`src/rtl/scene_pkg.sv`:
```
// Shared types and helpers for the scene timing engine: pattern ids, the scene
// sequencer states and the line/frame total helper.
package scene_pkg;

  typedef enum logic [1:0] {
    PAT_BARS     = 2'd0,
    PAT_CHECKER  = 2'd1,
    PAT_XOR      = 2'd2,
    PAT_GRADIENT = 2'd3
  } pattern_e;

  typedef enum logic {
    ST_IDLE    = 1'b0,
    ST_PENDING = 1'b1
  } scene_state_e;

  // Total length of a line or frame from its visible/porch/sync segments.
  function automatic int unsigned line_total(input int unsigned vis,
                                             input int unsigned front,
                                             input int unsigned sync,
                                             input int unsigned back);
    return vis + front + sync + back;
  endfunction

endpackage

```
`src/rtl/scene_video_timing.sv`:
```
// VGA raster timing: h/v counters, registered display_on/sync and a frame_tick
// that is high while the counters sit on the last pixel of the frame.
module scene_video_timing
  import scene_pkg::*;
#(
  parameter int unsigned H_VISIBLE        = 640,
  parameter int unsigned H_FRONT          = 16,
  parameter int unsigned H_SYNC           = 96,
  parameter int unsigned H_BACK           = 48,
  parameter int unsigned V_VISIBLE        = 480,
  parameter int unsigned V_FRONT          = 10,
  parameter int unsigned V_SYNC           = 2,
  parameter int unsigned V_BACK           = 33,
  parameter int unsigned SYNC_ACTIVE_HIGH = 0
) (
  input  logic       clk,
  input  logic       reset,
  output logic [9:0] hpos,
  output logic [9:0] vpos,
  output logic       visible_c,
  output logic       display_on,
  output logic       hsync,
  output logic       vsync,
  output logic       frame_tick
);

  localparam int unsigned H_TOTAL  = line_total(H_VISIBLE, H_FRONT, H_SYNC, H_BACK);
  localparam int unsigned V_TOTAL  = line_total(V_VISIBLE, V_FRONT, V_SYNC, V_BACK);
  localparam int unsigned HS_START = H_VISIBLE + H_FRONT;
  localparam int unsigned HS_END   = HS_START + H_SYNC;
  localparam int unsigned VS_START = V_VISIBLE + V_FRONT;
  localparam int unsigned VS_END   = VS_START + V_SYNC;
  localparam logic        SYNC_ON  = (SYNC_ACTIVE_HIGH != 0);

  logic [9:0] hpos_q, hpos_d;
  logic [9:0] vpos_q, vpos_d;
  logic       display_on_q, display_on_d;
  logic       hsync_q, hsync_d;
  logic       vsync_q, vsync_d;
  logic       frame_tick_q, frame_tick_d;
  logic       h_wrap, v_wrap, hs_act, vs_act;

  always_comb begin
    h_wrap    = (hpos_q == 10'(H_TOTAL - 1));
    v_wrap    = (vpos_q == 10'(V_TOTAL - 1));
    hpos_d    = h_wrap ? 10'd0 : hpos_q + 10'd1;
    vpos_d    = vpos_q;
    if (h_wrap) begin
      vpos_d = v_wrap ? 10'd0 : vpos_q + 10'd1;
    end
    visible_c    = (hpos_q < 10'(H_VISIBLE)) && (vpos_q < 10'(V_VISIBLE));
    hs_act       = (hpos_q >= 10'(HS_START)) && (hpos_q < 10'(HS_END));
    vs_act       = (vpos_q >= 10'(VS_START)) && (vpos_q < 10'(VS_END));
    display_on_d = visible_c;
    hsync_d      = hs_act ? SYNC_ON : ~SYNC_ON;
    vsync_d      = vs_act ? SYNC_ON : ~SYNC_ON;
    // Registered so it is high exactly while the counters show the frame's last pixel.
    frame_tick_d = (hpos_d == 10'(H_TOTAL - 1)) && (vpos_d == 10'(V_TOTAL - 1));
  end

  always_ff @(posedge clk) begin
    if (reset) begin
      hpos_q       <= 10'd0;
      vpos_q       <= 10'd0;
      display_on_q <= 1'b0;
      hsync_q      <= ~SYNC_ON;
      vsync_q      <= ~SYNC_ON;
      frame_tick_q <= 1'b0;
    end else begin
      hpos_q       <= hpos_d;
      vpos_q       <= vpos_d;
      display_on_q <= display_on_d;
      hsync_q      <= hsync_d;
      vsync_q      <= vsync_d;
      frame_tick_q <= frame_tick_d;
    end
  end

  assign hpos       = hpos_q;
  assign vpos       = vpos_q;
  assign display_on = display_on_q;
  assign hsync      = hsync_q;
  assign vsync      = vsync_q;
  assign frame_tick = frame_tick_q;

endmodule

```
`src/rtl/scene_timing_engine.sv`:
```
// Demoscene video core: raster timing, frame counter, scene sequencer with a
// valid/ready override port, and a registered procedural pattern renderer.
module scene_timing_engine
  import scene_pkg::*;
#(
  parameter int unsigned H_VISIBLE        = 640,
  parameter int unsigned H_FRONT          = 16,
  parameter int unsigned H_SYNC           = 96,
  parameter int unsigned H_BACK           = 48,
  parameter int unsigned V_VISIBLE        = 480,
  parameter int unsigned V_FRONT          = 10,
  parameter int unsigned V_SYNC           = 2,
  parameter int unsigned V_BACK           = 33,
  parameter int unsigned SYNC_ACTIVE_HIGH = 0,
  parameter int unsigned COLOR_BITS       = 2,
  parameter int unsigned NUM_SCENES       = 4,
  parameter int unsigned FRAMES_PER_SCENE = 120
) (
  input  logic                  clk,
  input  logic                  reset,
  input  logic                  auto_en,
  input  logic                  req_valid,
  input  logic [3:0]            req_scene,
  output logic                  req_ready,
  output logic                  req_err,
  output logic [9:0]            hpos,
  output logic [9:0]            vpos,
  output logic                  display_on,
  output logic                  hsync,
  output logic                  vsync,
  output logic [COLOR_BITS-1:0] vga_r,
  output logic [COLOR_BITS-1:0] vga_g,
  output logic [COLOR_BITS-1:0] vga_b,
  output logic [15:0]           frame_count,
  output logic [3:0]            scene,
  output logic                  frame_tick
);

  localparam int unsigned CB      = COLOR_BITS;
  localparam int unsigned RGB_W   = 3 * CB;
  localparam int unsigned BAR_W   = H_VISIBLE / 8;
  localparam int unsigned COL_W   = $clog2(BAR_W + 1);
  localparam int unsigned TIMER_W = $clog2(FRAMES_PER_SCENE + 1);
  localparam int unsigned H_TOTAL = line_total(H_VISIBLE, H_FRONT, H_SYNC, H_BACK);

  logic visible_c;

  scene_video_timing #(
    .H_VISIBLE       (H_VISIBLE),
    .H_FRONT         (H_FRONT),
    .H_SYNC          (H_SYNC),
    .H_BACK          (H_BACK),
    .V_VISIBLE       (V_VISIBLE),
    .V_FRONT         (V_FRONT),
    .V_SYNC          (V_SYNC),
    .V_BACK          (V_BACK),
    .SYNC_ACTIVE_HIGH(SYNC_ACTIVE_HIGH)
  ) u_timing (
    .clk       (clk),
    .reset     (reset),
    .hpos      (hpos),
    .vpos      (vpos),
    .visible_c (visible_c),
    .display_on(display_on),
    .hsync     (hsync),
    .vsync     (vsync),
    .frame_tick(frame_tick)
  );

  scene_state_e       state_q, state_d;
  logic [3:0]         scene_q, scene_d;
  logic [3:0]         pend_q, pend_d;
  logic [TIMER_W-1:0] timer_q, timer_d;
  logic               req_ready_q, req_ready_d;
  logic               req_err_q, req_err_d;
  logic [15:0]        frame_count_q, frame_count_d;
  logic [COL_W-1:0]   col_q, col_d;
  logic [2:0]         bar_q, bar_d;
  logic [CB-1:0]      r_q, r_d, g_q, g_d, b_q, b_d;
  logic [CB-1:0]      pat_r, pat_g, pat_b;
  logic [RGB_W-1:0]   xor_v;
  logic [9:0]         f10;
  logic               chk_c;

  // Scene sequencer: pending requests win over auto-advance at the frame end;
  // a request accepted on the frame-end cycle waits for the following one.
  always_comb begin
    state_d       = state_q;
    scene_d       = scene_q;
    timer_d       = timer_q;
    pend_d        = pend_q;
    req_err_d     = 1'b0;
    frame_count_d = frame_tick ? frame_count_q + 16'd1 : frame_count_q;
    if (frame_tick) begin
      if (state_q == ST_PENDING) begin
        scene_d = pend_q;
        timer_d = '0;
        state_d = ST_IDLE;
      end else if (auto_en) begin
        if (timer_q == TIMER_W'(FRAMES_PER_SCENE - 1)) begin
          scene_d = (scene_q == 4'(NUM_SCENES - 1)) ? 4'd0 : scene_q + 4'd1;
          timer_d = '0;
        end else begin
          timer_d = timer_q + TIMER_W'(1);
        end
      end
    end
    if (req_valid && req_ready_q) begin
      if ({1'b0, req_scene} >= 5'(NUM_SCENES)) begin
        req_err_d = 1'b1;
      end else begin
        pend_d  = req_scene;
        state_d = ST_PENDING;
      end
    end
    req_ready_d = (state_d == ST_IDLE);
  end

  // Bar tracker follows hpos so that bar_q is the bar of the current pixel.
  always_comb begin
    col_d = col_q;
    bar_d = bar_q;
    if (hpos == 10'(H_TOTAL - 1)) begin
      col_d = '0;
      bar_d = 3'd0;
    end else if (col_q == COL_W'(BAR_W - 1)) begin
      col_d = '0;
      bar_d = bar_q + 3'd1;
    end else begin
      col_d = col_q + COL_W'(1);
    end
  end

  always_comb begin
    f10   = frame_count_q[9:0];
    chk_c = 1'((hpos + f10) >> 4) ^ vpos[4];
    xor_v = RGB_W'((hpos ^ vpos) + f10);
    pat_r = '0;
    pat_g = '0;
    pat_b = '0;
    case (pattern_e'(scene_q[1:0]))
      PAT_BARS: begin
        pat_r = {CB{bar_q[0]}};
        pat_g = {CB{bar_q[1]}};
        pat_b = {CB{bar_q[2]}};
      end
      PAT_CHECKER: begin
        pat_r = {CB{chk_c}};
        pat_g = {CB{chk_c}};
        pat_b = {CB{chk_c}};
      end
      PAT_XOR: begin
        pat_r = xor_v[CB-1:0];
        pat_g = xor_v[2*CB-1:CB];
        pat_b = xor_v[3*CB-1:2*CB];
      end
      PAT_GRADIENT: begin
        pat_r = hpos[8 -: CB];
        pat_g = vpos[8 -: CB];
        pat_b = frame_count_q[7 -: CB];
      end
    endcase
    r_d = visible_c ? pat_r : '0;
    g_d = visible_c ? pat_g : '0;
    b_d = visible_c ? pat_b : '0;
  end

  always_ff @(posedge clk) begin
    if (reset) begin
      state_q       <= ST_IDLE;
      scene_q       <= 4'd0;
      pend_q        <= 4'd0;
      timer_q       <= '0;
      req_ready_q   <= 1'b1;
      req_err_q     <= 1'b0;
      frame_count_q <= 16'd0;
      col_q         <= '0;
      bar_q         <= 3'd0;
      r_q           <= '0;
      g_q           <= '0;
      b_q           <= '0;
    end else begin
      state_q       <= state_d;
      scene_q       <= scene_d;
      pend_q        <= pend_d;
      timer_q       <= timer_d;
      req_ready_q   <= req_ready_d;
      req_err_q     <= req_err_d;
      frame_count_q <= frame_count_d;
      col_q         <= col_d;
      bar_q         <= bar_d;
      r_q           <= r_d;
      g_q           <= g_d;
      b_q           <= b_d;
    end
  end

  assign req_ready   = req_ready_q;
  assign req_err     = req_err_q;
  assign frame_count = frame_count_q;
  assign scene       = scene_q;
  assign vga_r       = r_q;
  assign vga_g       = g_q;
  assign vga_b       = b_q;

endmodule

```
`config.mk`:
```
export PLATFORM = sky130hd
export DESIGN_NAME = scene_timing_engine
export DESIGN_NICKNAME = d
export VERILOG_FILES = /design/src/rtl/scene_pkg.sv /design/src/rtl/scene_video_timing.sv /design/src/rtl/scene_timing_engine.sv
export SDC_FILE = /design/constraint.sdc
export NUM_CORES = 1
export LEC_CHECK = 0
export BUFFER_PORTS_ARGS = -buffer_cell sky130_fd_sc_hd__buf_2
export CORE_UTILIZATION = 60
export CTS_CLUSTER_SIZE = 40
export DETAILED_ROUTE_END_ITERATION = 10
export GPL_TIMING_DRIVEN = 0
export PLACE_DENSITY = 0.9
export SLEW_MARGIN = 20
export SYNTH_ARGS = -nofsm -noshare
export SYNTH_HDL_FRONTEND = slang
export SYNTH_HIERARCHICAL = 1
export SYNTH_SLANG_ARGS = --single-unit
```
`constraint.sdc`:
```
create_clock -name clk -period 3.62 [get_ports clk]
set_input_delay 0.543 -clock clk [delete_from_list [all_inputs] [get_ports clk]]
set_output_delay 0.543 -clock clk [all_outputs]
set_load 0.005 [all_outputs]
```
# Yosys cells after proc, flatten, opt, wreduce, memory -nomap -nowiden

Index checks and enable logic that the tools add are counted.

Flip-flop bits (word level): 74
Output and inout port bits: 52

$add $sub $neg: 9
Order comparisons: 7
Eq/ne operators: 10
Mux-type cells: 19
Bitwise operators: 6
Reduce and logical (&&, ||, !) cells: 15

Operator list:

| kind                  | count |
|---|---|
| $eq 10x10->1 const B  | 4 |
| $mux 10               | 3 |
| $pmux 2 s4            | 3 |
| $mux 7                | 3 |
| $add 10x1->10 const B | 2 |
| $lt 10x10->1 const B  | 2 |
| $lt 10x9->1 const B   | 2 |
| $add 16x1->16 const B | 1 |
| $mux 4                | 4 |
| $add 7x1->7 const B   | 2 |
| $eq 7x7->1 const B    | 2 |
| $ge 10x10->1 const B  | 1 |
| $ge 10x9->1 const B   | 1 |
| $add 6x6->6           | 1 |
| $mux 1                | 6 |
| $reduce_or 2->1       | 3 |
| $xor 6x6->6           | 1 |
| $add 5x5->5           | 1 |
| $logic_and 1x1->1     | 5 |
| $add 4x1->4 const B   | 1 |
| $eq 2x2->1 const B    | 2 |
| $eq 4x2->1 const B    | 1 |
| $ge 4x3->1 const B    | 1 |
| $not 1->1             | 4 |
| 8 further kinds       | 10 |

# Logic depth before layout (Yosys ltp)

Gate-level depths: netlist (run 1).

Word-level depth: 5
Gate-level depth with buffers: 9
Mapped depth without buffers: 9

# By module

The synthesis (run 1) kept the hierarchy.

Modules (own cells, without submodules):

| module              | instances | cells each | area each (um^2) |
|---|---|---|---|
| scene_timing_engine | 1         | 277        | 2517.4 |
| scene_video_timing  | 1         | 149        | 1253.7 |

# Worst setup path before layout (run 1)

No wires, ideal clock.

Path type: register to register
From: register u_timing.hpos_q[4] (netlist: u_timing/hpos[4])
To: register u_timing.vpos_q[9] (netlist: u_timing/vpos[9])
Setup time: 70 ps
Data arrival time: 2388 ps
Data required time: 3550 ps
Setup slack: 1162 ps
Stages on the path, launching flop included: 8
Buffers on the path: 2
Period minus slack after synthesis: 2458 ps
Cell sequence: dfxtp_1 > buf_4 > or4b_4 > or3_1 > buf_2 > or4_1 > or3_1 > a21oi_1

Longest elaborated chain between the ends: 2

Ends and longest elaborated chain:

| item                     | RTL line                 | RTL |
|---|---|---|
| start: declaration       | scene_video_timing.sv:35 | `logic [9:0] hpos_q, hpos_d;` |
| start signal: assignment | scene_video_timing.sv:70 | `hpos_q <= hpos_d;` |
| $eq 10x10->1             | scene_video_timing.sv:44 | `h_wrap = (hpos_q == 10'(H_TOTAL - 1));` |
| $mux 10                  | scene_video_timing.sv:48 | `if (h_wrap) begin` |
| end signal: assignment   | scene_video_timing.sv:71 | `vpos_q <= vpos_d;` |
| end: declaration         | scene_video_timing.sv:36 | `logic [9:0] vpos_q, vpos_d;` |

No other way between the ends.
A chain may end at the register's enable or synchronous reset.

# Worst setup path after layout (run 1)

From: register u_timing.vpos_q[0] (netlist: u_timing/vpos[0])
To: register u_timing.frame_tick_q (netlist: u_timing/frame_tick)

Longest elaborated chain between the ends: 5
Elaborated cells between the ends (all ways): 6

Ends and longest elaborated chain:

| item                                          | RTL line                                           | RTL |
|---|---|---|
| $add 10x1->10 or $eq 10x10->1 (tied branches) | scene_video_timing.sv:49, scene_video_timing.sv:45 |  |
| $mux 10                                       | scene_video_timing.sv:49                           | `vpos_d = v_wrap ? 10'd0 : vpos_q + 10'd1;` |
| $mux 10 *                                     | scene_video_timing.sv:48                           |  |
| $eq 10x10->1 *                                | scene_video_timing.sv:58                           | `frame_tick_d = (hpos_d == 10'(H_TOTAL - 1)) && (vpos_d == 10'(V_TOTAL - 1));` |
| $logic_and 1x1->1 *                           | scene_video_timing.sv:58                           |  |
| end signal: assignment                        | scene_video_timing.sv:75                           | `frame_tick_q <= frame_tick_d;` |
| end: declaration                              | scene_video_timing.sv:40                           | `logic frame_tick_q, frame_tick_d;` |

Every way passes the cells marked *; elsewhere a longest branch is shown, timed or not.

==> results of run 1 <==
-- where the power goes --
part | internal, uW | total [uW] | switching (uW)
Clock | 336 | 653 | 316
Sequential | 822 | 834 | 12.2
Combinational | 22.7 | 57.2 | 34.5
Total | 1180 | 1540 | 363
-- through the flow --
stage / cell area [sq um] / setup slack (ns) / util / power [uW]
CTS: 4360 / 0.830 / 0.728 / 1550
floorplan: 3770 / 1.16 / - / 886
detailed placement: 4160 / 0.861 / 0.694 / 909
finish: 4360 / 0.765 / 0.728 / 1540
global route: 4360 / 0.571 / 0.728 / 1600
global placement: 4160 / 0.925 / 0.694 / 906
-- critical path, cell delays in order (launching register included) --
cell      delay, ns
dfxtp_1        0.40
inv_1          0.18
ha_1           0.17
nor2b_1        0.15
nand4_1        0.10
nor4b_1        0.90
o211ai_1       0.22
a2111o_1       0.49
nor4_1         0.16
-- kinds of logic (layout without fill, tap and decap cells) --
family | Yosys count | in the layout
flip-flops | 74 | 74
AND/OR/NAND/NOR | 177 | 177
XOR/XNOR | 49 | 49
adder cells (fa/ha/maj) | 23 | 23
buffers and inverters | 30 | 105
multiplexers | 6 | 6
AO/OA/AOI/OAI | 67 | 67
-- final cells by class --
type	instances	area [sq um]
buffer	13	65.1
inverter	17	63.8
clock inverter	6	66.3
sequential	74	1480
tap	75	93.8
clock buffer	10	138
fill	440	1630
timing repair buffer	59	295
multi-input combinational	322	2160
-- layout by cell type (no fill, tap or decap), types with 4 or more instances in the layout --
cell,synthesis,final
o21ai_0,14,14
nor3_1,21,21
inv_1,17,17
xnor2_1,23,23
nand3_1,18,18
and3_1,7,7
a21oi_1,19,19
a22oi_1,5,5
nor2_1,56,56
nand2_1,18,18
a31oi_1,4,4
dfxtp_1,74,74
mux2i_1,6,6
ha_1,22,22
nor2b_1,5,5
nand2b_1,4,4
or3_1,8,8
xor2_1,26,26
buf_2,1,60
clkbuf_8,0,10
nand4_1,13,13
clkbuf_1,9,9
-- metal layers --
metal / vias to the layer above / routed length (um)
li1: 1651 / -
met1: 1563 / 3940
met2: 138 / 4250
met3: 18 / 488
met4: 0 / 179
met5: - / 0
-- path summary, 6_finish.rpt --
kind	end	slack, ns	depth (start not counted)
max reg2reg	u_timing/frame_tick	0.77	8
max	u_timing/frame_tick	0.77	8
min	req_err	0.44	3
min reg2reg	col_q[0]	0.45	1
-- flip-flops by register name (all words and copies together) (netlist names), 3 cells and up --
register,count
pend_q,4
timer_q,7
u_timing/vpos,10
col_q,7
u_timing/hpos,10
frame_count,16
bar_q,3
scene,4
==> results by group, run 1 <==
Run status
  – Status: completed

Route
  – DRC: 0
  – Number of vias per cell: 5.85
  – Post-route ant nets: 0
  – Final WL: 8860 um
  – Drt first pass iters: 5
  – Initial drt markers: ~240
  – Via count: about 3.4k
  – WL per Instance: 15.4 um

Die
  – # rows: 28
  – Starting Density: 0.629
  – Die width: a little over 80 um
  – Die ar.: 6610 sq um
  – Die height: 81.3 um
  – I/O pins: 60
  – Core ar.: 5990 sq um

Pwr
  – Leak: 0.00187 uW
  – Max rail drop VDD: ~0.00026 V
  – Power Dens Cells: 354 nW/um^2

Yosys
  – Flops & latches, synth: 74
  – Synth warn: 6
  – Share of the yosys chip area belonging to registers: 0.393
  – Multiplexer area fraction after synthesis: 0.0159
  – Share of the synthesized area in the top cell type: 0.393
  – Compound-Gate Fraction of Synth Area: 0.115
  – Async SR Flop Fraction: 0
  – Synth area leaders: dfxtp_1 39%, ha_1 7.3%, xor2_1 6.0%, nor2_1 5.6%, xnor2_1 5.3%
  – Mapped cell area: 3770 sq um
  – Largest family of logic cells by synthesized area: simple AND/OR/NAND/NOR gates
  – Syn Nets: 457
  – Primary FF master, synth: dfxtp_1
  – Library cells used by synthesis: 57
  – Adder-Cell Fraction of Synth Area: 0.0783
  – Post-synth top area cell: dfxtp_1
  – Most numerous cell in the Yosys netlist: dfxtp_1
  – Gate count of the mapped netlist: 426
  – Post-Synth XOR/XNOR Area: 0.114
  – Post-synth EDFFs: 0
  – Synth cell count leaders: 74 x dfxtp_1, 56 x nor2_1, 26 x xor2_1
  – Syn avg cell area: just under 9 sq um
  – Synth Area in Simple Gates: 0.250

Timing
  – Final setup viols: 0
  – Slew Limit Fails: 0
  – Slew at the pin closest to its max-slew limit: between 1 and 1.5 ns
  – Fmax: 0.350 GHz
  – RSZ-0062 raised after global routing: false
  – Hold_ws: 0.437 ns
  – Shortest period the worst path allows: 2.85 ns
  – Max-Slew Margin vs Limit: 0.299
  – Post-route setup TNS: 0 ns
  – Tcrit/Tclk final: 0.789
  – Clock skew: 0.00881 ns
  – Endpoints failing hold: 0

Hold path
  – Hold Startpoint: req_valid
  – HP Class: in2reg

Global routing
  – Total grt overflow: 0
  – GRT Total Usage: 0.278
  – Met3 usage: 0.0494
  – Vias in the first global route: 3001
  – Met2 Use GR: 0.463
  – First-pass GRT wire length: approximately 14000 um
  – GRT Max-Usage Layer: met2
  – Antenna violations before repair: 0
  – GR Util met1: 0.352
  – Largest net degree at the start of global routing: 14

Flow run
  – Maxcap violations: 0

Clock network
  – Clock-pin transition on the worst setup and hold timing paths: 0.08 ns
  – Clock Tree Buf Depth: 2
  – Clk sink count: 74
  – CTS tree: yes
  – H-tree Lvls: 3
  – Clk Tree Root Cell: clkbuf_8
  – Number of hold buffers added after cts: 0
  – Resize count post-CTS: 0
  – CTS Buf Count: 9
  – Latest clock arrival within the worst-skew pair: 0.36 ns
  – Post-CTS Setup Bufs: 0

Cells and area
  – Fin cells: ~580
  – Final net count: around 530
  – Ant diodes: 0
  – Share of layout cells above drive strength 1: 0.182
  – P&R area growth vs syn: 15.7%

Worst setup path
  – Crit. End Element: flop
  – Critical path class: reg2reg
  – Worst Setup SP: u_timing/vpos[0]
  – Worst EP arrival: roughly 3.1 ns
  – Startpoint types: flop
  – Crit-path max FO: 7
  – R2r startpoint: u_timing/vpos[0]
  – CP Data Required Time: 3.89 ns

Placed design
  – Final RePlAce weighted congestion: about 0.92
  – HPWL after DPL: 6270 um
  – Port bufs: between 50 and 60
  – Placed insts: 560
No activity file was read; power rests on OpenSTA's default activity.
==> run 2: changes to the inputs <==
--- a/config.mk
+++ b/config.mk
@@ -6,11 +6,11 @@
 export NUM_CORES = 1
 export LEC_CHECK = 0
 export BUFFER_PORTS_ARGS = -buffer_cell sky130_fd_sc_hd__buf_2
-export CORE_UTILIZATION = 60
+export CORE_UTILIZATION = 57
 export CTS_CLUSTER_SIZE = 40
 export DETAILED_ROUTE_END_ITERATION = 10
 export GPL_TIMING_DRIVEN = 0
-export PLACE_DENSITY = 0.9
+export PLACE_DENSITY = 0.86
 export SLEW_MARGIN = 20
 export SYNTH_ARGS = -nofsm -noshare
 export SYNTH_HDL_FRONTEND = slang
==> constraint.sdc (replaced) <==
create_clock -name clk -period 2.95 [get_ports clk]
set_input_delay 0.4425 -clock clk [delete_from_list [all_inputs] [get_ports clk]]
set_output_delay 0.4425 -clock clk [all_outputs]
set_load 0.005 [all_outputs]
==> results by group, run 2 (synthesized netlist as in run 1, its figures left out) <==
Run status
  – Status: completed

Pwr
  – Clk network pwr share: 0.447 (+0.024)
  – Switching pwr: 434 uW (+20%)
  – Max rail drop VDD: 0.000349 V (+35%)
  – Comb pwr share: 0.035 (-0.002)
  – P_int: 1540 uW (+31%)
  – Power Dens Cells: 449 nW/um^2 (+27%)
  – Leak: 0.00190 uW (+2.0%)
  – Sequential share of power: 0.518 (-0.022)
  – Switching Fraction: 0.220 (-0.0153)

Route
  – Metal1 wirelength: 3830 um (-2.9%)
  – Initial drt markers: 160 (-32%)
  – Final WL: 8540 um (-3.6%)
  – WL met3: 436 um (-11%)
  – WL per Instance: 14.8 um (-4.0%)
  – Drt first pass iters: 5 (unchanged)
  – Uppermost routed layer: met4
  – Post-route ant nets: 0 (unchanged)
  – DRC: 0 (unchanged)
  – Via count: 3391 (+0.62%)
  – Number of vias per cell: 5.87 (+0.27%)
  – Met2 wire length: 4050 um (-4.7%)

Timing
  – Final WS setup: 0.131 ns (-0.634 ns)
  – Slew Limit Fails: 0 (unchanged)
  – Final setup viols: 0 (unchanged)
  – Endpoints failing hold: 0 (unchanged)
  – Fmax: 0.355 GHz (+1.3%)
  – Tcrit/Tclk final: 0.956 (+0.167)
  – Clock skew: 0.00881 ns (-0.00000245 ns)
  – Shortest period the worst path allows: 2.82 ns (-0.0359 ns)
  – Post-route setup TNS: 0 ns (unchanged)
  – Slew at the pin closest to its max-slew limit: 0.643 ns (-0.394 ns)
  – RSZ-0062 raised after global routing: false
  – Max-Slew Margin vs Limit: 0.568 (+0.269)

Global routing
  – Antenna violations before repair: 0 (unchanged)
  – First-pass GRT wire length: 14600 um (+4.7%)
  – GRT Total Usage: 0.259 (-0.0193)
  – Largest net degree at the start of global routing: 14 (unchanged)
  – Vias in the first global route: 3123 (+4.1%)
  – Total grt overflow: 0 (unchanged)

Die
  – Die ar.: 6950 sq um (+5.1%)
  – I/O pins: 60 (unchanged)
  – Core ar.: 6390 sq um (+6.6%)
  – # rows: 29 (+3.6%)
  – Die width: 83.3 um (+2.5%)
  – Starting Density: 0.591 (-0.0390)
  – Die height: 83.3 um (+2.5%)

Placed design
  – Port bufs: 59 (unchanged)
  – Final RePlAce weighted congestion: 0.941 (+2.8%)
  – HPWL after DPL: 6290 um (+0.40%)
  – Dpl ws: 0.166 ns (-0.695 ns)

Worst setup path
  – CP Data Required Time: 3.19 ns (-0.70 ns)
  – CP peak stage delay: 0.50 ns (-0.40 ns)
  – Critical path class: reg2reg
  – Crit. End Element: flop
  – Crit-path slowest cell: or4b_4
  – Startpoint types: flop
  – Crit-path max FO: 7 (unchanged)
  – Worst EP arrival: 3.05 ns (-0.08 ns)
  – Most frequent CP cell: nor4_1
  – Cell-by-cell trace of the critical path: buf_4, or4b_4, nor4_1, xnor2_1, o2111ai_1, a2111o_1, nor4_1

Cells and area
  – Share of layout cells above drive strength 1: 0.182 (unchanged)
  – P&R area growth vs syn: 16.8%
  – Final net count: 527 (unchanged)
  – Ant diodes: 0 (unchanged)
  – Max FFs per register: 16 (unchanged)
  – Commonest non-fill, non-tap cell in the layout: dfxtp_1
  – Most frequent cells in the layout: 74 x dfxtp_1, 60 x buf_2, 56 x nor2_1

Clock network
  – Post-CTS Setup Bufs: 0 (unchanged)
  – Number of hold buffers added after cts: 0 (unchanged)
  – Resize count post-CTS: 0 (unchanged)
  – Latest clock arrival within the worst-skew pair: 0.35 ns (about the same)
  – CTS Buf Count: 9 (unchanged)
  – CTS tree: yes
  – Clk Tree Root Cell: clkbuf_8
  – H-tree Lvls: 3 (unchanged)
  – Clk sink count: 74 (unchanged)
  – Clock Tree Buf Depth: 2 (unchanged)
  – Clock-pin transition on the worst setup and hold timing paths: 0.08 ns (about the same)

Hold path
  – HP Class: in2reg

Flow run
  – Maxcap violations: 0 (unchanged)
## run 2: cell types whose count changed in the layout (fill, tap and decap cells not counted)
cell        change
clkinvlp_4      -3
bufinv_16       +1
clkbuf_1        +1
clkinv_2        -1
clkinv_4        +1
inv_6           +1
nor4_2          -1
nor4_4          +1
nor4b_1         -1
nor4b_2         +1
## run 2: through the flow
step	power, uW	instance area [sq um]	instances	util	hold WS, ns
3_5_place_dp	1120	4160	562	0.652	0.444
4_1_cts	1990	4390	578	0.688	0.342
2_1_floorplan	1090	3770	426	-	0.413
3_3_place_gp	1110	4160	562	0.652	0.424
5_1_grt	2050	4410	578	0.690	0.359
6_report	1980	4410	578	0.690	0.355
## run 2: critical path, delay by kind of cell, from the launching register on
family                 cells  cell delay (ns)
AO/OA/AOI/OAI              2             0.64
XOR/XNOR                   1             0.23
buffers and inverters      1             0.18
flip-flops                 1             0.42
AND/OR/NAND/NOR            3             1.24
## run 2: layer usage
metal,up-vias,GRT usage
met3,25,0.0467
met2,134,0.425
met1,1587,0.329
met5,-,0
met4,0,0.122
li1,1645,-
## run 2: power by group through the flow
stage	sequential [uW]	clock (uW)	combinational (uW)
floorplan	1040	0	43.3
global placement	1050	0	65.7
detailed placement	1050	0	68.9
CTS	1020	901	69.5
global route	1030	944	78.5
finish	1020	884	69.4
## run 2: final cells by class
| cell class | count | area (sq um) |
|---|---|---|
| multi-input cells | 322 | 2180 |
| fillers | 487 | 1980 |
| flip-flops and latches | 74 | 1480 |
| repair buffers | 59 | 295 |
| clock buffers | 11 | 141 |
| well taps | 77 | 96.3 |
| clock inverters | 5 | 86.3 |
| plain buffers | 13 | 65.1 |
| inverters | 17 | 63.8 |
## run 2: final timing paths
check,startpoint,endpoint,slack (ns),cells after the start
max,u_timing/hpos[4],u_timing/frame_tick,0.13,7
min,req_valid,req_err,0.36,3
max reg2reg,u_timing/hpos[4],u_timing/frame_tick,0.13,7
min reg2reg,col_q[0],col_q[0],0.45,1
